### src/rtl/pc_pkg.sv
// Shared constants and types for the next-PC generator.
// Optional feature macro: PC_MISALIGN_TRAP_EN (adds the trap vector constant).
package pc_pkg;

    localparam logic [31:0] RESET_VEC = 32'h0000_0000;
`ifdef PC_MISALIGN_TRAP_EN
    localparam logic [31:0] TRAP_VEC  = 32'h0000_0100;
`endif

    // Major opcodes that redirect the PC
    localparam logic [6:0] OP_JAL    = 7'b1101111;
    localparam logic [6:0] OP_JALR   = 7'b1100111;
    localparam logic [6:0] OP_BRANCH = 7'b1100011;

    // Branch funct3 encodings (010/011 are reserved and never taken)
    localparam logic [2:0] F3_BEQ  = 3'b000;
    localparam logic [2:0] F3_BNE  = 3'b001;
    localparam logic [2:0] F3_BLT  = 3'b100;
    localparam logic [2:0] F3_BGE  = 3'b101;
    localparam logic [2:0] F3_BLTU = 3'b110;
    localparam logic [2:0] F3_BGEU = 3'b111;

    // Select codes for the PC-source 4:1 mux
    localparam logic [1:0] PCS_PLUS4  = 2'd0;
    localparam logic [1:0] PCS_JALR   = 2'd1;
    localparam logic [1:0] PCS_BRANCH = 2'd2;
    localparam logic [1:0] PCS_JAL    = 2'd3;

    typedef enum logic [1:0] {
        ST_INIT  = 2'd0,
        ST_FETCH = 2'd1,
        ST_EXEC  = 2'd2
    } state_t;

endpackage

### src/rtl/branch_cond_gen.sv
// Branch condition evaluator: compares rs1/rs2 as selected by funct3.
module branch_cond_gen
    import pc_pkg::*;
(
    input  logic [31:0] rs1,
    input  logic [31:0] rs2,
    input  logic [2:0]  funct3,
    output logic        taken
);

    // Evaluate the comparison named by funct3
    always_comb begin
        // NOTE: default assignment first so no path leaves taken unassigned (no latch).
        taken = 1'b0;
        case (funct3)
            F3_BEQ:  taken = (rs1 == rs2);
            F3_BNE:  taken = (rs1 != rs2);
            F3_BLT:  taken = ($signed(rs1) <  $signed(rs2));
            F3_BGE:  taken = ($signed(rs1) >= $signed(rs2));
            F3_BLTU: taken = (rs1 <  rs2);
            F3_BGEU: taken = (rs1 >= rs2);
            default: taken = 1'b0;
        endcase
    end

endmodule

### src/rtl/pc_src_gen.sv
// Next-PC generator: owns PC and IR, runs the fetch/exec handshake and
// produces the candidate next-PC values plus the PC-source select.
// Optional feature macro: PC_MISALIGN_TRAP_EN (trap on misaligned target).
module pc_src_gen
    import pc_pkg::*;
(
    input  logic        clk,
    input  logic        rst_n,
    input  logic        fetch_ack,
    input  logic [31:0] instr,
    input  logic [31:0] rs1,
    input  logic [31:0] rs2,
    input  logic        hold,
    output logic        fetch_req,
    output logic        exec_valid,
    output logic [31:0] pc,
    output logic [31:0] ir,
    output logic [1:0]  pc_source,
    output logic [31:0] pc_plus4,
    output logic [31:0] jalr_tgt,
    output logic [31:0] branch_tgt,
    output logic [31:0] jal_tgt,
    output logic        misalign
);

    state_t      state_q, state_d;
    logic [31:0] pc_q, pc_d;
    logic [31:0] ir_q, ir_d;
    logic        fetch_req_q, exec_valid_q;
    logic        misalign_q, misalign_d;
    logic        branch_taken;
    logic [31:0] imm_i, imm_b, imm_j;
    logic [31:0] sel_tgt;

    // Immediate extraction from the held instruction
    assign imm_i = {{20{ir_q[31]}}, ir_q[31:20]};
    assign imm_b = {{19{ir_q[31]}}, ir_q[31], ir_q[7], ir_q[30:25], ir_q[11:8], 1'b0};
    assign imm_j = {{11{ir_q[31]}}, ir_q[31], ir_q[19:12], ir_q[20], ir_q[30:21], 1'b0};

    // Candidate targets are live in every state; wrap-around is intentional
    assign pc_plus4   = pc_q + 32'd4;
    assign jalr_tgt   = (rs1 + imm_i) & ~32'h1;
    assign branch_tgt = pc_q + imm_b;
    assign jal_tgt    = pc_q + imm_j;

    branch_cond_gen u_branch_cond (
        .rs1    (rs1),
        .rs2    (rs2),
        .funct3 (ir_q[14:12]),
        .taken  (branch_taken)
    );

    // Decode the PC source; held at PC+4 outside EXEC
    always_comb begin
        pc_source = PCS_PLUS4;
        if (state_q == ST_EXEC) begin
            case (ir_q[6:0])
                OP_JAL:    pc_source = PCS_JAL;
                OP_JALR:   pc_source = PCS_JALR;
                OP_BRANCH: pc_source = branch_taken ? PCS_BRANCH : PCS_PLUS4;
                default:   pc_source = PCS_PLUS4;
            endcase
        end
    end

    // PC-source 4:1 mux
    always_comb begin
        sel_tgt = pc_plus4;
        case (pc_source)
            PCS_JALR:   sel_tgt = jalr_tgt;
            PCS_BRANCH: sel_tgt = branch_tgt;
            PCS_JAL:    sel_tgt = jal_tgt;
            default:    sel_tgt = pc_plus4;
        endcase
    end

    // Next-state, PC, IR and misalign flag
    always_comb begin
        state_d    = state_q;
        pc_d       = pc_q;
        ir_d       = ir_q;
        misalign_d = misalign_q;
        case (state_q)
            ST_INIT: state_d = ST_FETCH;
            ST_FETCH: begin
                if (fetch_ack) begin
                    ir_d    = instr;
                    state_d = ST_EXEC;
                end
            end
            ST_EXEC: begin
                if (!hold) begin
                    state_d = ST_FETCH;
`ifdef PC_MISALIGN_TRAP_EN
                    if (sel_tgt[1:0] != 2'b00) begin
                        pc_d       = TRAP_VEC;
                        misalign_d = 1'b1;
                    end else begin
                        pc_d = sel_tgt;
                    end
`else
                    pc_d = sel_tgt;
`endif
                end
            end
            default: state_d = ST_INIT;
        endcase
    end

    // State and registered handshake outputs
    always_ff @(posedge clk or negedge rst_n) begin
        if (!rst_n) begin
            state_q      <= ST_INIT;
            pc_q         <= RESET_VEC;
            ir_q         <= 32'h0;
            fetch_req_q  <= 1'b0;
            exec_valid_q <= 1'b0;
            misalign_q   <= 1'b0;
        end else begin
            // NOTE: non-blocking so every flop samples the pre-edge values.
            state_q      <= state_d;
            pc_q         <= pc_d;
            ir_q         <= ir_d;
            fetch_req_q  <= (state_d == ST_FETCH);
            exec_valid_q <= (state_d == ST_EXEC);
            misalign_q   <= misalign_d;
        end
    end

    assign fetch_req  = fetch_req_q;
    assign exec_valid = exec_valid_q;
    assign pc         = pc_q;
    assign ir         = ir_q;
`ifdef PC_MISALIGN_TRAP_EN
    assign misalign   = misalign_q;
`else
    assign misalign   = 1'b0;
`endif

endmodule

### config.mk
export PLATFORM = sky130hd
export DESIGN_NAME = pc_src_gen
export DESIGN_NICKNAME = d
export VERILOG_FILES = /design/src/rtl/pc_pkg.sv /design/src/rtl/branch_cond_gen.sv /design/src/rtl/pc_src_gen.sv
export SDC_FILE = /design/constraint.sdc
export NUM_CORES = 1
export LEC_CHECK = 0
export BUFFER_PORTS_ARGS = -buffer_cell sky130_fd_sc_hd__buf_2
export CAP_MARGIN = 25
export CORE_MARGIN = 2
export CORE_UTILIZATION = 58
export CTS_BUF_LIST = sky130_fd_sc_hd__clkbuf_4
export DETAILED_ROUTE_END_ITERATION = 8
export GPL_TIMING_DRIVEN = 0
export PLACE_DENSITY = 0.89
export SLEW_MARGIN = 20
export SYNTH_ARGS = -nofsm -noshare
export SYNTH_HDL_FRONTEND = slang
export SYNTH_SLANG_ARGS = --single-unit
### constraint.sdc
create_clock -name clk -period 6.1 [get_ports clk]
set_input_delay 0.915 -clock clk [delete_from_list [all_inputs] [get_ports clk]]
set_output_delay 0.915 -clock clk [all_outputs]
set_load 0.02 [all_outputs]
==> metrics.txt, run 1 <==
pin count of the biggest net entering global routing 45; Post-synth EDFFs 0; leakage power about 0.0056 uW; commonest non-fill, non-tap cell in the layout buf_2; Netlist cell types 76; worst slack, placed about 1.2 ns; DR WL/cell approximately 20 um; clock-pin slew on the worst setup and hold paths 0.14 ns; Initial Util 58.7%; status finished, final reports clean; most frequent cells in the layout buf_2 (292), ha_1 (106), a21oi_1 (100); post-route cell area 11,200 um^2; FFs w/ async S/R, synth between 90% and 100%; syn avg cell area 7.83 um^2; Fmax between 150 and 200 MHz; Max Buffers Root-to-Sink 2; max_cap viols 0; worst skew pair latency 0.48 ns; Filler Cells Inserted between 1,000 and 1,500; Final nets approximately 1,700; actual slew at the worst max-slew pin between 0.9 and 1 ns; Hold Fails Final Rpt 0; Arrival @ worst endpoint ~4.1 ns; normalized max-slew margin 33.6%; TritonCTS Buffers 9; CTS tree built; die area 16,900 um^2; Post-CTS Setup Repair Bufs 0; die height 130 um; root buffer cell clkbuf_4; Global Route Usage Sum between 30% and 40%; synthesized cell area between 9000 and 10,000 um^2; post-cts sizing count 0; post-route worst setup slack approximately 1.1 ns; synthesized flop and latch total 67; skew final between 0.015 and 0.02 ns; final period utilization between 80 and 90%; RSZ-0062 raised after global routing no; min cycle time layout 5.04 ns; R2R depth 12; Yosys warnings 0; H-tree Lvls 3; drt initial violations 1,048; vias per cell approximately 6.4; Layout area overhead 21.6%; initial antenna violation count 2; Worst setup EP type output port; I/O Pins a little under 300; number of routed nets with antenna violations 0; site row count 46; cell count after synthesis about 1,200; Worst Path Max Fanout 7; Primary FF master, synth dfrtp_1; first-pass GRT wire length between 50,000 and 60,000 um; PortBufs 290; DRC 0; Post-DP Area 11,000 um^2; via count roughly 11,000; Tot Pwr between 7000 and 8000 uW; setup total negative slack 0 ns; Pre-antenna DRT Iters 6; Hold Buf Count CTS 0; Critical R2R Launch ir[31]$_DFFE_PN0P_; Slew Limit Fails 0; critical path launch point pc[8]$_DFFE_PN0P_; GRT Residual Overflow 0; hpwl dp approximately 28,000 um; crit-path cells ha_1, clkbuf_1, a211oi_1, o21ba_2, and4_1, a21oi_1, a221oi_1, o21a_1, o21ai_0, xor2_1, buf_2; slowest CP cell a221oi_1; vias in the first global route around 10,000; Finished Layout Cells approximately 1,700; PwrDens 668 nW/um^2; kind of critical path flip-flop to output port; die extent in x between 100 and 150 um; layout cell share with drive strength beyond 1 roughly a quarter; Hold Crit Class input pin to asynchronous set/reset pin; area of the core around 16,000 um^2; Critical Path RT 5.18 ns; VDD IR max between 400 and 500 uV; Routed Wire Length approximately 35,000 um; placed insts about 1,700; CP peak stage delay ~0.66 ns; CP startpoint kind flip-flop; setup violators final 0; clock net sink count 67; sequential area share after synthesis between 10% and 20%; GP Congestion 0.993
where the power goes:
part | total [uW] | leakage, uW | switching [uW] | internal, uW
Sequential | 922 | 0.000828 | 309 | 613
Clock | 418 | 0.0000971 | 208 | 210
Combinational | 6160 | 0.00470 | 4090 | 2070
state kept, by name, indices dropped and copies added, names as in the netlist:
| name | count |
|---|---|
| ir | 32 |
| pc | 31 |
| state_q | 2 |
| exec_valid | 1 |
| fetch_req | 1 |
final timing paths:
| check | endpoint | slack, ns |
|---|---|---|
| worst max-delay path | jal_tgt[25] | 1.06 |
| worst min-delay path | ir[7]$_DFFE_PN0P_ | 0.32 |
| worst max register to register | pc[29]$_DFFE_PN0P_ | 2.27 |
| worst min register to register | ir[1]$_DFFE_PN0P_ | 0.56 |
| max in group asynchronous | ir[3]$_DFFE_PN0P_ | 5.22 |
| min in group clk | ir[1]$_DFFE_PN0P_ | 0.56 |
cell usage after synthesis, types with 4 or more instances:
library cell  count  area [um^2]
ha_1            106         1330
a21oi_1         100          500
nand2_1          97          364
nor2_1           76          285
xnor2_1          74          648
o21ai_0          68          340
dfrtp_1          67         1680
inv_1            65          244
nand3_1          45          225
xor2_1           39          342
a21o_1           35          263
clkbuf_1         33          124
mux2_2           32          360
nor3_1           28          140
nand2b_1         22          138
nand4_1          22          138
a31oi_1          20          125
and3_1           16          100
a211oi_1         15          113
o31ai_1          14          105
and2_1           13         81.3
mux2i_1          13          130
o22ai_1          13         81.3
o21a_1           12         90.1
o211ai_1         11         82.6
a221oi_1          9         78.8
nor2b_1           9         56.3
nor4_1            8         50.1
o21bai_1          8         60.1
buf_4             7         52.6
a21boi_0          6         45.0
a41oi_1           6         52.6
o31a_1            6         52.6
o221ai_1          5         43.8
or2_2             5         31.3
buf_1             4         15.0
nor3b_1           4         30.0
o21ai_1           4         20.0
or3_1             4         25.0
or4_1             4         30.0
cell families (layout without fill, tap and decap cells):
kind of cell             after synthesis  count (layout)  synth area share (%)
buffers and inverters                114             423                  5.11
XOR/XNOR                             113             113                  10.7
other                                  1               7                0.0406
multiplexers                          45              45                  5.31
AO/OA/AOI/OAI                        361             361                  25.6
flip-flops                            67              67                  18.2
AND/OR/NAND/NOR                      369             369                  20.0
adder cells (fa/ha/maj)              109             109                  15.0
routing by layer:
layer | track usage (%) | vias up | wire [um]
met4 | 20.7 | 2 | 1740
met2 | 64.5 | 770 | 15800
li1 | - | 4966 | -
met1 | 49.7 | 5094 | 13200
met5 | 0 | - | 12
met3 | 8.49 | 160 | 3920
worst max-delay path, delay by kind of cell (launching register included):
kind | cells | cell delay [ns]
flip-flops | 1 | 0.48
AND/OR/NAND/NOR | 1 | 0.19
AO/OA/AOI/OAI | 6 | 1.98
adder cells (fa/ha/maj) | 1 | 0.31
buffers and inverters | 2 | 0.42
XOR/XNOR | 1 | 0.26
metrics by stage:
stage | hold WS, ns | util [%]
floorplan | 0.502 | -
global placement | 0.509 | 69.8
detailed placement | 0.527 | 70.1
CTS | 0.310 | 71.4
global route | 0.325 | 71.4
finish | 0.322 | 71.4
area by class of cell:
class | count | area [um^2] | share of cell area, %
plain buffers | 48 | 224 | 2.00
flip-flops and latches | 67 | 1680 | 15.0
well taps | 216 | 270 | 2.41
clock buffers | 9 | 67.6 | 0.602
diodes | 1 | 2.50 | 0.0223
repair buffers | 293 | 1510 | 13.4
multi-input cells | 1003 | 7100 | 63.3
inverters | 66 | 248 | 2.21
clock inverters | 7 | 124 | 1.10
No activity file was read; power rests on OpenSTA's default activity.
==> run 2, diff against run 1 <==
--- a/config.mk
+++ b/config.mk
@@ -5,14 +5,15 @@
 export SDC_FILE = /design/constraint.sdc
 export NUM_CORES = 1
 export LEC_CHECK = 0
+export ABC_AREA = 1
 export BUFFER_PORTS_ARGS = -buffer_cell sky130_fd_sc_hd__buf_2
 export CAP_MARGIN = 25
 export CORE_MARGIN = 2
-export CORE_UTILIZATION = 58
+export CORE_UTILIZATION = 49
 export CTS_BUF_LIST = sky130_fd_sc_hd__clkbuf_4
 export DETAILED_ROUTE_END_ITERATION = 8
 export GPL_TIMING_DRIVEN = 0
-export PLACE_DENSITY = 0.89
+export PLACE_DENSITY = 0.79
 export SLEW_MARGIN = 20
 export SYNTH_ARGS = -nofsm -noshare
 export SYNTH_HDL_FRONTEND = slang
==> constraint.sdc (replaced) <==
create_clock -name clk -period 4.39 [get_ports clk]
set_input_delay 0.6585 -clock clk [delete_from_list [all_inputs] [get_ports clk]]
set_output_delay 0.6585 -clock clk [all_outputs]
set_load 0.02 [all_outputs]
==> metrics.txt, run 2 <==
status finished, final reports clean (unchanged); FFs w/ async S/R, synth 100% (unchanged); worst skew pair latency 0.48 ns (about the same); reg-to-reg endpoint pc[25]$_DFFE_PN0P_ (was pc[29]$_DFFE_PN0P_); Worst setup EP type output port (unchanged); final period utilization between 90% and 100%; met3 global-route usage 7.24% (was 8.49%); Worst path depth 12 (was 11); normalized max-slew margin 45.3% (was 33.6%); met1 Resource Use GR 50.6% (was 49.7%); Routed Wire Length 41,300 um (was 34,600 um); Buf/Inv on CP 3 (was 2); Worst Path Max Fanout 5 (was 7); synthesized flop and latch total 67 (unchanged); GRT Residual Overflow 0 (unchanged); Post-synth top cells nand2_1 (331), inv_1 (177), a21oi_1 (123), ha_1 (106), nor2_1 (104) (was ha_1 (106), a21oi_1 (100), nand2_1 (97), nor2_1 (76), xnor2_1 (74)); max_cap viols 0 (unchanged); TritonCTS Buffers 9 (unchanged); Post-CTS Setup Repair Bufs 0 (unchanged); most frequent cell after synthesis nand2_1 (was ha_1); max reg flops 32 (unchanged); H-tree Lvls 3 (unchanged); cell count after synthesis 1,474 (was 1,179); PortBufs 290 (unchanged); Pre-antenna DRT Iters 7 (was 6); Primary FF master, synth dfrtp_1 (unchanged); DRC 0 (unchanged); I/O Pins 297 (unchanged); sequential area share after synthesis 17.1% (was 18.2%); Layout Utilization 60.4% (was 71.4%); PwrDens 778 nW/um^2 (was 668 nW/um^2); die area 21,100 um^2 (was 16,900 um^2); syn avg cell area 6.64 um^2 (was 7.83 um^2); Hold Buf Count CTS 0 (unchanged); hold slack final 0.0166 ns (was 0.322 ns); post-synth top area share 17.1% (was 18.2%); number of routed nets with antenna violations 0 (unchanged); root buffer cell clkbuf_4 (unchanged); Synth area leader dfrtp_1 (unchanged); die extent in x 145 um (was 130 um); Critical Path RT 3.73 ns (was 5.18 ns); most frequent cells in the layout nand2_1 (331), buf_2 (298), inv_1 (177) (was buf_2 (292), ha_1 (106), a21oi_1 (100)); Initial Util 50.1% (was 58.7%); drt initial violations 1,118 (was 1,048); crit-path cells ha_1, inv_1, fa_1, nand3b_1, nand2_1, inv_1, o21ai_1, nand4_1, nand3_1, a21oi_1, xor2_1, buf_2 (was ha_1, clkbuf_1, a211oi_1, o21ba_2, and4_1, a21oi_1, a221oi_1, o21a_1, o21ai_0, xor2_1, buf_2); commonest non-fill, non-tap cell in the layout nand2_1 (was buf_2); routing usage on met2 60.7% (was 64.5%); Critical R2R Launch ir[31]$_DFFE_PN0P_ (unchanged); setup violators final 0 (unchanged); Max Buffers Root-to-Sink 2 (unchanged); hpwl dp 34,600 um (was 28,100 um); clock net sink count 67 (unchanged); Slew Limit Fails 0 (unchanged); vias in the first global route 11,000 (was 10,100); Yosys warnings 0 (unchanged); Post-synth EDFFs 0 (unchanged); min cycle time layout approximately 4.2 ns; actual slew at the worst max-slew pin 0.821 ns (was 0.987 ns); pin count of the biggest net entering global routing 52 (was 45); vias per cell 5.71 (was 6.43); site row count 51 (was 46); top post-synthesis cells by area dfrtp_1 (17%), ha_1 (14%), nand2_1 (13%) (was dfrtp_1 (18%), ha_1 (14%), xnor2_1 (7.0%)); clock-pin slew on the worst setup and hold paths 0.14 ns (about the same); skew final 0.0178 ns (was 0.0159 ns); Arrival @ worst endpoint 3.56 ns (was 4.13 ns); VDD IR max 630 uV (was 415 uV); setup total negative slack 0 ns (unchanged); via count 11,700 (was 11,000); slowest CP cell dfrtp_1 (was a221oi_1); Hold Crit Class input pin to asynchronous set/reset pin (unchanged); kind of critical path flip-flop to output port (unchanged); family with the most delay on the worst path simple AND/OR/NAND/NOR gates (was compound AO/OA/AOI/OAI gates); CP startpoint kind flip-flop (unchanged); flop2flop setup slack 1.09 ns (was 2.27 ns); synthesized cell area 9790 um^2 (was 9230 um^2); R2R depth 13 (was 12); die height 145 um (was 130 um); CP most frequent cell inv_1; area of the core 19,500 um^2 (was 15,700 um^2); CTS tree built (unchanged); Final nets 1,990 (was 1,697); Tot Pwr 9180 uW (was 7500 uW); initial antenna violation count 1 (was 2); Fmax ~240 MHz; Hold Fails Final Rpt 0 (unchanged); DR WL/cell 20.1 um (was 20.2 um); CP peak stage delay 0.51 ns (was 0.66 ns); GP Congestion 1.06 (was 0.993); layout cell share with drive strength beyond 1 21.4% (was 25.1%); Netlist cell types 42 (was 76); first-pass GRT wire length 62,700 um (was 52,100 um); leakage power 0.00654 uW (was 0.00562 uW); grt peak-use layer met2 (unchanged); Global Route Usage Sum 38.0% (was 39.7%); RSZ-0062 raised after global routing no (unchanged); Layout area overhead 20.5% (was 21.6%)
[run 2: changes by cell type in the layout (fill, tap and decap cells not counted), sizes merged, moves of 31 or more]
cell   delta
inv     +114
nand2   +239
nand3    +46
nand4    +69
nor2     +31
xnor2    -39
xor2     +41
[run 2: worst max path at each step]
stage                endpoint          startpoint
2_1_floorplan  branch_tgt[26]  ir[31]$_DFFE_PN0P_
3_3_place_gp   branch_tgt[30]  ir[31]$_DFFE_PN0P_
3_5_place_dp      jal_tgt[31]   pc[2]$_DFFE_PN0P_
4_1_cts        branch_tgt[23]   pc[2]$_DFFE_PN0P_
5_1_grt           jal_tgt[31]   pc[1]$_DFFE_PN0P_
6_report       branch_tgt[31]   pc[1]$_DFFE_PN0P_
[run 2: kinds of logic (layout without fill, tap and decap cells)]
group | Yosys count | count (layout) | synth area share (%)
compound gates | 237 | 237 | 13.1
xor+xnor | 115 | 115 | 10.3
fa+ha+maj | 109 | 109 | 14.2
buf+inv | 234 | 541 | 10.0
flops | 67 | 67 | 17.1
mux | 26 | 26 | 2.99
other cells | 1 | 8 | 0.0383
simple gates | 685 | 685 | 32.2
[run 2: per-stage QoR]
| step | cells | area, um^2 | setup WS [ns] |
|---|---|---|---|
| floorplan | 1479 | 9810 | 0.880 |
| finish | 2053 | 11800 | 0.169 |
| global placement | 2034 | 11600 | -0.174 |
| CTS | 2052 | 11800 | 0.0371 |
| global route | 2053 | 11800 | 0.0208 |
| detailed placement | 2036 | 11600 | 0.505 |
[run 2: what timing repair did]
action	4_1_cts	5_1_grt
resized for setup	1	5
gates cloned	0	0
setup endpoints to repair	1	10
[run 2: layout make-up]
type,count,area [um^2]
flip-flops and latches,67,1680
diodes,2,5.00
clock buffers,9,67.6
well taps,265,332
plain buffers,50,293
fillers,1915,7720
inverters,183,687
clock inverters,7,68.8
repair buffers,292,1500
multi-input cells,1178,7170
[run 2: metal layers]
| metal | up-vias | routed length, um |
|---|---|---|
| li1 | 5591 | - |
| met1 | 5379 | 17200 |
| met2 | 669 | 18500 |
| met3 | 91 | 3980 |
| met4 | 0 | 1710 |
| met5 | - | 0 |
[run 2: worst reg2reg max path, delay by kind of cell (launching register included)]
kind	cells	cell delay, ns
DFF	1	0.58
and+or+nand+nor	9	1.52
AOI/OAI and AO/OA	1	0.13
xor gates and xnor gates	1	0.30
buffers and inverters	1	0.24
adders and majority gates	1	0.45
[run 2: where the power goes]
part / switching (uW) / internal, uW
sequential: 405 / 840
combinational: 5180 / 2300
clock: 283 / 170
total: 5870 / 3310
==> run 3, diff against run 2 <==
--- a/config.mk
+++ b/config.mk
@@ -5,7 +5,6 @@
 export SDC_FILE = /design/constraint.sdc
 export NUM_CORES = 1
 export LEC_CHECK = 0
-export ABC_AREA = 1
 export BUFFER_PORTS_ARGS = -buffer_cell sky130_fd_sc_hd__buf_2
 export CAP_MARGIN = 25
 export CORE_MARGIN = 2
@@ -13,7 +12,7 @@
 export CTS_BUF_LIST = sky130_fd_sc_hd__clkbuf_4
 export DETAILED_ROUTE_END_ITERATION = 8
 export GPL_TIMING_DRIVEN = 0
-export PLACE_DENSITY = 0.79
+export PLACE_DENSITY = 0.8
 export SLEW_MARGIN = 20
 export SYNTH_ARGS = -nofsm -noshare
 export SYNTH_HDL_FRONTEND = slang
==> metrics.txt, run 3 (synthesized netlist as in run 1, its figures left out) <==
status finished, final reports clean (unchanged); Fmax 232 MHz (was 237 MHz); skew final 0.0198 ns (was 0.0178 ns); Pre-antenna DRT Iters 8 (was 7); min cycle time layout 4.31 ns (was 4.22 ns); Global Route Usage Sum 34.4% (was 38.0%); drt initial violations 917 (was 1,118); actual slew at the worst max-slew pin 0.826 ns (was 0.821 ns); Hold Fails Final Rpt 0 (unchanged); Highest Signal Layer met4 (unchanged); vias per cell 6.23 (was 5.71); Hold Crit Class input pin to asynchronous set/reset pin (unchanged); area of the core 18,600 um^2 (was 19,500 um^2); first-pass GRT wire length 53,700 um (was 62,700 um); I/O Pins 297 (unchanged); setup violators final 0 (unchanged); pin count of the biggest net entering global routing 41 (was 52); final period utilization 98.2% (was 96.1%); kind of critical path flip-flop to output port (unchanged); Max Buffers Root-to-Sink 2 (unchanged); most frequent cells in the layout buf_2 (290), ha_1 (100), nand2_1 (97) (was nand2_1 (331), buf_2 (298), inv_1 (177)); root buffer cell clkbuf_4 (unchanged); CP startpoint kind flip-flop (unchanged); Critical Path RT 3.73 ns (about the same); Final nets 1,715 (was 1,990); GP Congestion 0.970 (was 1.06); normalized max-slew margin 44.9% (was 45.3%); Filler Cells Inserted 1,699 (was 1,915); met2 routed WL 16,400 um (was 18,500 um); H-tree Lvls 3 (unchanged); Routed Wire Length 35,900 um (was 41,300 um); clock net sink count 67 (unchanged); TritonCTS Buffers 9 (unchanged); max_cap viols 0 (unchanged); Layout area overhead 25.3% (was 20.5%); die height 141 um (was 145 um); PwrDens 924 nW/um^2 (was 778 nW/um^2); VDD IR max 598 uV (was 630 uV); initial antenna violation count 3 (was 1); hold slack final 0.0687 ns (was 0.0166 ns); number of routed nets with antenna violations 0 (unchanged); site row count 50 (was 51); DR WL/cell 20.6 um (was 20.1 um); layout cell share with drive strength beyond 1 28.5% (was 21.4%); vias in the first global route 9,965 (was 11,000); Hold Buf Count CTS 0 (unchanged); die extent in x 141 um (was 145 um); Worst setup EP type output port (unchanged); worst skew pair latency 0.49 ns (was 0.48 ns); Worst Path Max Fanout 27 (was 5); PortBufs 290 (unchanged); hpwl dp 28,900 um (was 34,600 um); DRC 0 (unchanged); setup total negative slack 0 ns (unchanged); leakage power 0.00577 uW (was 0.00654 uW); CTS tree built (unchanged); via count 10,900 (was 11,700); Met1 Wirelength 14,000 um (was 17,200 um); max reg flops 32 (unchanged); routed wl met3 3990 um (was 3980 um); commonest non-fill, non-tap cell in the layout buf_2 (was nand2_1); Initial Util 49.7% (was 50.1%); clock-pin slew on the worst setup and hold paths 0.14 ns (about the same); Slew Limit Fails 0 (unchanged); GRT Residual Overflow 0 (unchanged); Arrival @ worst endpoint 3.65 ns (was 3.56 ns); die area 20,000 um^2 (was 21,100 um^2)
run 3: cell count changes in the layout (fill, tap and decap cells not counted), moves of 22 or more:
cell,previous run,this run
inv_1,177,65
nand4_1,90,22
nor2_1,104,76
nand2_1,331,97
buf_4,8,32
a21oi_1,123,94
xnor2_1,35,72
xor2_1,80,38
nand2b_1,0,22
nand3_1,89,45
a21o_1,9,35
nand3b_1,30,1
run 3: power by group:
part,switching (uW),total (uW),internal (uW),leakage [uW]
Sequential,404,1260,859,0.000823
Combinational,5830,8940,3110,0.00487
Clock,298,480,182,0.0000779
run 3: metal layers:
metal	global-route usage [%]	vias up
met4	14.2	0
met1	44.3	5066
met3	6.90	135
met2	56.3	687
li1	-	4998
met5	0	-
run 3: area by class of cell:
| class | instances | area [um^2] | share of cell area, % |
|---|---|---|---|
| Sequential cell | 67 | 1690 | 14.6 |
| Multi-Input combinational cell | 1003 | 7280 | 63.0 |
| Buffer | 43 | 205 | 1.77 |
| Clock inverter | 7 | 81.3 | 0.703 |
| Clock buffer | 9 | 67.6 | 0.584 |
| Tap cell | 234 | 293 | 2.53 |
| Timing Repair Buffer | 316 | 1700 | 14.7 |
| Antenna cell | 2 | 5.00 | 0.0433 |
| Inverter | 66 | 248 | 2.14 |
run 3: per-stage QoR:
step	utilization, %	cells	instance area (um^2)	setup slack (ns)	power, uW
floorplan	-	1184	9250	0.355	6810
global placement	59.2	1708	11000	-0.600	9540
detailed placement	59.5	1711	11000	0.0426	9640
CTS	61.2	1735	11400	0.00986	10300
global route	62.2	1746	11600	-0.0236	11200
finish	62.3	1747	11600	0.0811	10700
run 3: critical path: stages (launching register included):
cell      delay, ns
dfrtp_4        0.53
buf_12         0.17
ha_2           0.32
a21o_1         0.21
a21oi_2        0.25
o21bai_1       0.14
a31o_2         0.27
a32oi_2        0.24
o21a_1         0.23
o21ai_0        0.11
a21o_1         0.22
xnor2_2        0.21
inv_1          0.07
buf_2          0.16
run 3: final timing paths:
| check | from | endpoint | slack (ns) | cells after the start |
|---|---|---|---|---|
| worst max register to register | pc[7]$_DFFE_PN0P_ | pc[26]$_DFFE_PN0P_ | 0.75 | 12 |
| worst min-delay path | rst_n | ir[9]$_DFFE_PN0P_ | 0.07 | 1 |
| worst max-delay path | ir[31]$_DFFE_PN0P_ | jalr_tgt[30] | 0.08 | 13 |
| worst min register to register | ir[1]$_DFFE_PN0P_ | ir[1]$_DFFE_PN0P_ | 0.56 | 1 |
| min in group clk | instr[30] | ir[30]$_DFFE_PN0P_ | 0.38 | 2 |
| max in group asynchronous | rst_n | pc[1]$_DFFE_PN0P_ | 3.75 | 2 |
run 3: repair_timing:
item	4_1_cts	5_1_grt
setup buffers	8	15
endpoints found under the hold margin	0	0
gates resized for setup	21	25
cloned	0	0
pin swaps	3	13
endpoints found under the setup margin	23	26
